### src/rtl/ssd_pkg.sv
// Shared definitions for the seven-segment scroller.
// Holds the glyph code set, the matching active-low segment patterns (bit0 = a .. bit6 = g)
// and the all-dark segment value used on reset.
package ssd_pkg;

    localparam int unsigned GLYPH_W = 3;

    typedef enum logic [GLYPH_W-1:0] {
        GLYPH_BLANK = 3'd0,
        GLYPH_H     = 3'd1,
        GLYPH_E     = 3'd2,
        GLYPH_L     = 3'd3,
        GLYPH_O     = 3'd4,
        GLYPH_DASH  = 3'd5,
        GLYPH_P     = 3'd6,
        GLYPH_A     = 3'd7
    } glyph_e;

    // Active-low segments, written g..a
    localparam logic [6:0] SEG_DARK  = 7'h7F;
    localparam logic [6:0] SEG_BLANK = 7'b1111111;
    localparam logic [6:0] SEG_H     = 7'b0001001;
    localparam logic [6:0] SEG_E     = 7'b0000110;
    localparam logic [6:0] SEG_L     = 7'b1000111;
    localparam logic [6:0] SEG_O     = 7'b1000000;
    localparam logic [6:0] SEG_DASH  = 7'b0111111;
    localparam logic [6:0] SEG_P     = 7'b0001100;
    localparam logic [6:0] SEG_A     = 7'b0001000;

endpackage

### src/rtl/ssd_glyph_dec.sv
// Combinational glyph-code to seven-segment decoder.
// Ports:
//   sym  glyph code (ssd_pkg::glyph_e encoding)
//   seg  active-low segments, bit0 = a .. bit6 = g
module ssd_glyph_dec
    import ssd_pkg::*;
(
    input  logic [GLYPH_W-1:0] sym,
    output logic [6:0]         seg
);

    always_comb begin
        seg = SEG_DARK;
        case (glyph_e'(sym))
            GLYPH_BLANK: seg = SEG_BLANK;
            GLYPH_H:     seg = SEG_H;
            GLYPH_E:     seg = SEG_E;
            GLYPH_L:     seg = SEG_L;
            GLYPH_O:     seg = SEG_O;
            GLYPH_DASH:  seg = SEG_DASH;
            GLYPH_P:     seg = SEG_P;
            GLYPH_A:     seg = SEG_A;
            default:     seg = SEG_DARK;
        endcase
    end

endmodule

### src/rtl/ssd_scroller.sv
// Scrolling-message driver for a bank of seven-segment displays.
// A loaded message of MSG_LEN glyphs is shown through a NUM_DIGITS-wide window whose start
// index rotates on a prescaled tick (run mode) or on a step_i rising edge (paused).
// Ports:
//   CLOCK_50  system clock
//   Clr       asynchronous active-high reset
//   load_i    capture msg_i, rewind window and prescaler (wins over any advance)
//   msg_i     message, glyph j at [j*SYM_W +: SYM_W]
//   run_i     1 = auto scroll, 0 = paused
//   dir_i     0 = window start increments, 1 = decrements
//   speed_i   prescaler period = CLK_DIV >> speed_i
//   step_i    single-step request (level; rising edge used while paused)
//   hex_o     active-low segments, digit k at [k*7 +: 7], digit 0 rightmost
//   pos_o     current window start index
//   tick_o    one-cycle pulse on every advance
module ssd_scroller
    import ssd_pkg::*;
#(
    parameter int unsigned CLK_DIV    = 50000000,
    parameter int unsigned NUM_DIGITS = 4,
    parameter int unsigned MSG_LEN    = 8,
    parameter int unsigned SYM_W      = 3
) (
    input  logic                         CLOCK_50,
    input  logic                         Clr,
    input  logic                         load_i,
    input  logic [MSG_LEN*SYM_W-1:0]     msg_i,
    input  logic                         run_i,
    input  logic                         dir_i,
    input  logic [1:0]                   speed_i,
    input  logic                         step_i,
    output logic [NUM_DIGITS*7-1:0]      hex_o,
    output logic [$clog2(MSG_LEN)-1:0]   pos_o,
    output logic                         tick_o
);

    localparam int unsigned POS_W = $clog2(MSG_LEN);
    localparam int unsigned CNT_W = $clog2(CLK_DIV);

    logic [CNT_W-1:0]          presc_q, presc_d;
    logic [POS_W-1:0]          pos_q, pos_d;
    logic [MSG_LEN*SYM_W-1:0]  msg_q, msg_d;
    logic                      step_q;
    logic                      tick_q, tick_d;
    logic [NUM_DIGITS*7-1:0]   hex_q, hex_d;

    logic [CNT_W-1:0]          tc;
    logic                      tick;
    logic                      step_rise;
    logic                      advance;

    // CLK_DIV-1 always fits in CNT_W bits, so the truncation is lossless.
    assign tc = CNT_W'((CLK_DIV >> speed_i) - 32'd1);

    always_comb begin
        tick      = run_i & (presc_q >= tc);
        step_rise = step_i & ~step_q;
        advance   = tick | (step_rise & ~run_i);

        presc_d = presc_q;
        pos_d   = pos_q;
        msg_d   = msg_q;
        tick_d  = 1'b0;

        if (load_i) begin
            msg_d   = msg_i;
            pos_d   = '0;
            presc_d = '0;
        end else begin
            if (run_i) begin
                presc_d = tick ? '0 : presc_q + 1'b1;
            end
            if (advance) begin
                tick_d = 1'b1;
                if (!dir_i) begin
                    pos_d = (pos_q == POS_W'(MSG_LEN - 1)) ? '0 : pos_q + 1'b1;
                end else begin
                    pos_d = (pos_q == '0) ? POS_W'(MSG_LEN - 1) : pos_q - 1'b1;
                end
            end
        end
    end

    // Window: digit k shows msg[(pos + NUM_DIGITS-1-k) mod MSG_LEN]. Both addends are below
    // MSG_LEN, so one conditional subtract performs the wrap.
    for (genvar k = 0; k < NUM_DIGITS; k++) begin : g_digit
        localparam int unsigned OFS = NUM_DIGITS - 1 - k;

        logic [POS_W:0]     sum;
        logic [POS_W-1:0]   idx;
        logic [SYM_W-1:0]   sym;
        logic [6:0]         seg;

        assign sum = {1'b0, pos_q} + (POS_W+1)'(OFS);
        assign idx = (sum >= (POS_W+1)'(MSG_LEN)) ? POS_W'(sum - (POS_W+1)'(MSG_LEN))
                                                  : sum[POS_W-1:0];
        assign sym = msg_q[idx*SYM_W +: SYM_W];

        ssd_glyph_dec u_dec (
            .sym (sym),
            .seg (seg)
        );

        assign hex_d[k*7 +: 7] = seg;
    end

    always_ff @(posedge CLOCK_50 or posedge Clr) begin
        if (Clr) begin
            presc_q <= '0;
            pos_q   <= '0;
            msg_q   <= '0;
            step_q  <= 1'b0;
            tick_q  <= 1'b0;
            hex_q   <= {NUM_DIGITS{SEG_DARK}};
        end else begin
            presc_q <= presc_d;
            pos_q   <= pos_d;
            msg_q   <= msg_d;
            step_q  <= step_i;
            tick_q  <= tick_d;
            // Decoded from the current registers, so it trails pos_o by one cycle.
            hex_q   <= hex_d;
        end
    end

    assign hex_o  = hex_q;
    assign pos_o  = pos_q;
    assign tick_o = tick_q;

endmodule

### config.mk
export PLATFORM = sky130hd
export DESIGN_NAME = ssd_scroller
export DESIGN_NICKNAME = d
export VERILOG_FILES = /design/src/rtl/ssd_pkg.sv /design/src/rtl/ssd_glyph_dec.sv /design/src/rtl/ssd_scroller.sv
export SDC_FILE = /design/constraint.sdc
export NUM_CORES = 1
export LEC_CHECK = 0
export ABC_AREA = 1
export CAP_MARGIN = 20
export CORE_ASPECT_RATIO = 0.5
export CORE_MARGIN = 4
export CORE_UTILIZATION = 50
export CTS_BUF_LIST = sky130_fd_sc_hd__clkbuf_8
export DETAILED_ROUTE_END_ITERATION = 10
export GPL_ROUTABILITY_DRIVEN = 0
export PLACE_DENSITY = 0.83
export SYNTH_ARGS = -nofsm -noshare
export SYNTH_HDL_FRONTEND = slang
export SYNTH_SLANG_ARGS = --single-unit
### constraint.sdc
create_clock -name CLOCK_50 -period 3.44 [get_ports CLOCK_50]
set_input_delay 0.344 -clock CLOCK_50 [delete_from_list [all_inputs] [get_ports CLOCK_50]]
set_output_delay 0.344 -clock CLOCK_50 [all_outputs]
set_load 0.1 [all_outputs]
==> metrics.txt, run 1 <==
# setup viols final 0; Max-cap violations 0; Synth warnings 0; Area growth syn-to-layout 17.1%; post-route setup TNS 0 ns; CTS resizes 0; Crit. End Element flop; initial antenna violation count 0; Vias 4712; Global Route Usage Sum 0.200; ANT cells 0; insertion delay to the later sink of the worst-skew pair between 0.3 and 0.4 ns; Leak roughly 3.0 nW; RSZ-0062 raised after global routing no; core area around 10000 µm²; Worst-path clk slew about 0.08 ns; die footprint between 10000 and 15000 µm²; commonest cells after routing, fill and taps aside 228 x nand2_1, 86 x inv_1, 71 x o21ai_0; via count of the first global-routing pass between 4000 and 5000; Routed WL between 10000 and 15000 µm; Hold Crit Class input pin to async pin; Post-synth EDFFs 0; Yosys cell types 37; I/O Pins 64; CP Launch Type flop; flops & latches, synth 79; Seq/Total Area, Yosys 0.376; most common cell after layout, fill and taps aside nand2_1; DIE HEIGHT just over 80 µm; Rel. slew slack 0.337; P per Cell Area 673 nW/µm²; period utilization 0.829; Rows 26; maximum net fanout on the critical path 14; syn_area_per_cell around 7.6 µm²; Num CTS Buffers 9; largest net degree at the start of global routing 80; status completed; ys async rst share 1.00; first-pass GRT wire length just over 20000 µm; Crit Path Category flop to flop; Max Slew Vio Count 0; Worst VDD drop between 0.7 and 0.8 mV; Top FF cell, synth dfrtp_1; port bufs 63; Net count, final roughly 840; root buffer cell clkbuf_8; fin cells approximately 900; vias per inst around 5.2; clk_skew between 0.005 and 0.006 ns; grt total ovfl 0; clk sinks 79; Slew @ Worst Pin 0.992 ns; Initial Utilization 0.518; # DRC 0; TritonCTS clock tree done; placed cells approximately 900; minimum clock period around 2.9 ns; Gate Count Post-Synth between 700 and 800; R2R depth 9; WL/cell roughly 13 µm; layout cell share with drive strength beyond 1 0.113; instance area at placement roughly 6000 µm²; post-cts hold buffer count 0; dpl hpwl 8950 µm; mapped cell area between 5000 and 6000 µm²; Fin. Hold Viols 0; DR iter-0 viols roughly 350; Pre-Repair DR Iteration Count 6; post-CTS setup buffers 0; H-Tree Depth 3; maximum clock insertion buffer count 2; data arrival time of the critical path 3.14 ns; Layout Cell Area excl Fill ~6300 µm²; required time of the critical path 3.73 ns; Fmax achieved approximately 350 MHz; Routed Antenna Nets 0; die width about 150 µm
state kept, by name, indices dropped and copies added (netlist names):
signal	cells
step_q	1
tick_o	1
hex_o	24
msg_q	24
pos_o	3
presc_q	26
power by group:
group | switching [mW] | total (mW) | internal [mW]
sequential | 0.0745 | 1.26 | 1.19
clock | 0.340 | 0.804 | 0.463
combinational | 1.66 | 2.14 | 0.486
total | 2.07 | 4.21 | 2.14
cells by family after synthesis:
| group | count (synthesis) | share of synthesized area |
|---|---|---|
| AND/OR/NAND/NOR | 337 | 0.269 |
| buffers and inverters | 113 | 0.0933 |
| AO/OA/AOI/OAI | 111 | 0.125 |
| flip-flops | 79 | 0.376 |
| adder cells (fa/ha/maj) | 45 | 0.105 |
| XOR/XNOR | 18 | 0.0295 |
| other | 2 | 0.00141 |
per-stage QoR:
stage,worst slack [ns],utilization,power (mW),hold WS [ns]
detailed placement,0.392,0.584,3.43,0.488
global placement,0.516,0.584,3.39,0.483
CTS,0.631,0.606,4.24,0.401
floorplan,0.0928,-,3.00,0.375
global route,0.359,0.606,4.44,0.411
finish,0.587,0.606,4.21,0.375
synth_stat cells, drive strengths merged (2+ instances only):
cell | n | area share
dfstp | 24 | 0.12
nand4 | 20 | 0.023
buf | 14 | 0.023
xnor2 | 7 | 0.011
a21oi | 10 | 0.011
nand3 | 21 | 0.024
o21ai | 92 | 0.10
conb | 2 | 0.0014
or2 | 5 | 0.0059
nand2 | 233 | 0.17
xor2 | 11 | 0.018
nor2 | 50 | 0.038
nor4 | 4 | 0.0047
dfrtp | 55 | 0.26
inv | 88 | 0.062
nor3 | 4 | 0.0047
a32oi | 4 | 0.0066
ha | 45 | 0.11
clkbuf | 10 | 0.0070
a22o | 2 | 0.0033
routing by layer:
| layer | track usage | wire, µm | part of all wire | up-vias |
|---|---|---|---|---|
| met5 | 0 | 0 | 0 | - |
| met4 | 0.0819 | 294 | 0.025 | 0 |
| met3 | 0.0484 | 728 | 0.061 | 31 |
| met2 | 0.340 | 5660 | 0.47 | 160 |
| met1 | 0.250 | 5240 | 0.44 | 2178 |
| li1 | - | - | - | 2343 |
cell type report:
class	instances	area, µm²
inverter	88	330
tap	140	175
clock buffer	12	165
fill	893	4060
sequential	79	2010
timing repair buffer	67	671
multi-input combinational	514	2840
clock inverter	4	67.6
worst max-delay path, stage by stage, from the launching register on:
cell and delay [ns]:
dfrtp_1 0.49, inv_1 0.12, ha_1 0.52, inv_1 0.28, or2_2 0.35, a32oi_1 0.35, inv_1 0.15, ha_1 0.31
inv_1 0.04, o21ai_0 0.16
path summary, 6_finish.rpt:
check	from	endpoint	slack (ns)
worst max-delay path	pos_o[1]	hex_o[6]	0.59
worst min-delay path	Clr	presc_q[25]	0.38
worst max register to register	pos_o[1]	hex_o[6]	0.59
worst min register to register	msg_q[21]	msg_q[21]	0.51
max in group asynchronous	Clr	hex_o[3]	2.68
min in group CLOCK_50	step_i	step_q	0.48
Note: power is estimated with default switching activity, not from simulation.
==> run 2: changes to the inputs <==
--- a/config.mk
+++ b/config.mk
@@ -13,7 +13,7 @@
 export CTS_BUF_LIST = sky130_fd_sc_hd__clkbuf_8
 export DETAILED_ROUTE_END_ITERATION = 10
 export GPL_ROUTABILITY_DRIVEN = 0
-export PLACE_DENSITY = 0.83
+export PLACE_DENSITY = 0.86
 export SYNTH_ARGS = -nofsm -noshare
 export SYNTH_HDL_FRONTEND = slang
 export SYNTH_SLANG_ARGS = --single-unit
==> constraint.sdc (replaced) <==
create_clock -name CLOCK_50 -period 2.6 [get_ports CLOCK_50]
set_input_delay 0.26 -clock CLOCK_50 [delete_from_list [all_inputs] [get_ports CLOCK_50]]
set_output_delay 0.26 -clock CLOCK_50 [all_outputs]
set_load 0.1 [all_outputs]
==> metrics.txt, run 2 (synthesized netlist as in run 1, its figures left out) <==
crit path cell chain ha_1, ha_1, inv_1, nor2_1, a32oi_2, inv_1, ha_1, inv_1, o21ai_0; instance area at placement 6080 µm² (+1.1%); dpl hpwl 9290 µm (+3.8%); CP Launch Type flop; Largest Register presc_q; # setup viols final 0 (unchanged); Num CTS Buffers 9 (unchanged); commonest cells after routing, fill and taps aside 228 x nand2_1, 85 x inv_1, 69 x o21ai_0; Max Slew Vio Count 0 (unchanged); required time of the critical path 2.87 ns (-0.86 ns); I/O Pins 64 (unchanged); status completed; H-Tree Depth 3 (unchanged); WL/cell 13.2 µm (about the same); CTS resizes 0 (unchanged); Global Route Usage Sum 0.207 (+0.00694); RSZ-0062 raised after global routing no; Crit. End Element flop; TritonCTS clock tree done; grt total ovfl 0 (unchanged); Vias 4670 (-0.89%); DIE HEIGHT 81.1 µm (unchanged); post-CTS setup buffers 0 (unchanged); Rel. slew slack 0.632 (+0.295); clk_skew 0.0103 ns (+0.00472 ns); Worst R2R End hex_o[20]; # DRC 0 (unchanged); period utilization 0.906 (+0.0763); Worst Setup EP hex_o[20]; Hold Crit Class input pin to async pin; clk sinks 79 (unchanged); post-route setup TNS 0 ns (unchanged); minimum clock period 2.35 ns (-0.498 ns); Routed Antenna Nets 0 (unchanged); FF-to-FF Start pos_o[1]; DR iter-0 viols 283 (-18%); P per Cell Area 850 nW/µm² (+26%); most common cell after layout, fill and taps aside nand2_1; Initial Utilization 0.518 (unchanged); port bufs 63 (unchanged); layout cell share with drive strength beyond 1 0.177 (+0.0644); Crit Path Category flop to flop; Pre-Repair DR Iteration Count 5 (-1); largest net degree at the start of global routing 80 (unchanged); Layout Cell Area excl Fill 6260 µm² (+0.16%); Slew @ Worst Pin 0.552 ns (-0.440 ns); Fin. Hold Viols 0 (unchanged); Routed WL 12000 µm (+1.0%); Worst VDD drop 1.05 mV (+38%); crit path from pos_o[1]; R2R depth 9 (unchanged); Area growth syn-to-layout 17.3%; Rows 26 (unchanged); ANT cells 0 (unchanged); maximum clock insertion buffer count 2 (unchanged); data arrival time of the critical path 2.63 ns (-0.51 ns); post-cts hold buffer count 0 (unchanged); Net count, final 846 (+1.2%); Fmax achieved 425 MHz (+21%); root buffer cell clkbuf_8; Leak 3.06 nW (+2.7%); insertion delay to the later sink of the worst-skew pair 0.36 ns (about the same); delay of the slowest cell on the worst path 0.47 ns (-0.05 ns); Max-cap violations 0 (unchanged); maximum net fanout on the critical path 7 (-7); CP max stage cell dfrtp_2; first-pass GRT wire length 20900 µm (+2.7%); die footprint 12500 µm² (unchanged); via count of the first global-routing pass 4561 (+2.9%); Worst-path clk slew 0.08 ns (about the same); worst reg-to-reg setup slack 0.25 ns (-0.34 ns); initial antenna violation count 0 (unchanged); vias per inst 5.11 (-2.0%); die width 154 µm (unchanged); max FFs per register 26 (unchanged); core area 10300 µm² (unchanged)
## run 2: cell count changes in the layout (fill, tap and decap cells not counted), sizes merged
cell	before	now
buf	5	46
clkinv	1	3
bufinv	2	0
inv	89	90
clkdlybuf4s50	62	31
clkbuf	12	11
## run 2: worst min path at each step
stage,endpoint,cells after the start,slack [ns]
after floorplan,step_q,0,0.29
after global placement,msg_q[9],2,0.49
after detailed placement,msg_q[9],2,0.49
after CTS,presc_q[11],3,0.31
after global routing,presc_q[12],3,0.32
final,presc_q[12],3,0.29
## run 2: cell type report
class	count	area, µm²
sequential	79	2010
clock inverter	5	26.3
clock buffer	11	151
tap	140	175
fill	898	4050
multi-input combinational	514	2890
inverter	88	330
timing repair buffer	77	681
## run 2: report_power, final
part           switching [mW]  total, mW  leakage (nW)  internal (mW)
Combinational            2.21       2.82          1.99          0.608
Clock                   0.440      0.831         0.102          0.390
Sequential              0.102       1.68         0.967           1.57
## run 2: critical path: cells and delay by family (launching register included)
| family | cells | cell delay (ns) |
|---|---|---|
| AO/OA/AOI/OAI | 2 | 0.47 |
| AND/OR/NAND/NOR | 1 | 0.09 |
| flip-flops | 1 | 0.47 |
| adder cells (fa/ha/maj) | 3 | 0.85 |
| buffers and inverters | 3 | 0.38 |
## run 2: stage by stage
step                      hold slack [ns]  power, mW  setup slack (ns)  std cells  utilization
final                               0.286       5.32             0.245        914        0.607
after floorplan                     0.291       4.02           0.00156        706            -
after global routing                0.323       5.62            0.0564        914        0.607
after CTS                           0.305       5.36             0.252        914        0.607
after detailed placement            0.494       4.52           -0.0390        898        0.590
after global placement              0.488       4.47            0.0693        898        0.590
## run 2: metal layers
layer,up-vias,wire (µm),global-route usage
met5,-,0,0
met4,0,175,0.0564
met3,17,607,0.0484
met2,96,6010,0.374
met1,2191,5260,0.254
li1,2366,-,-
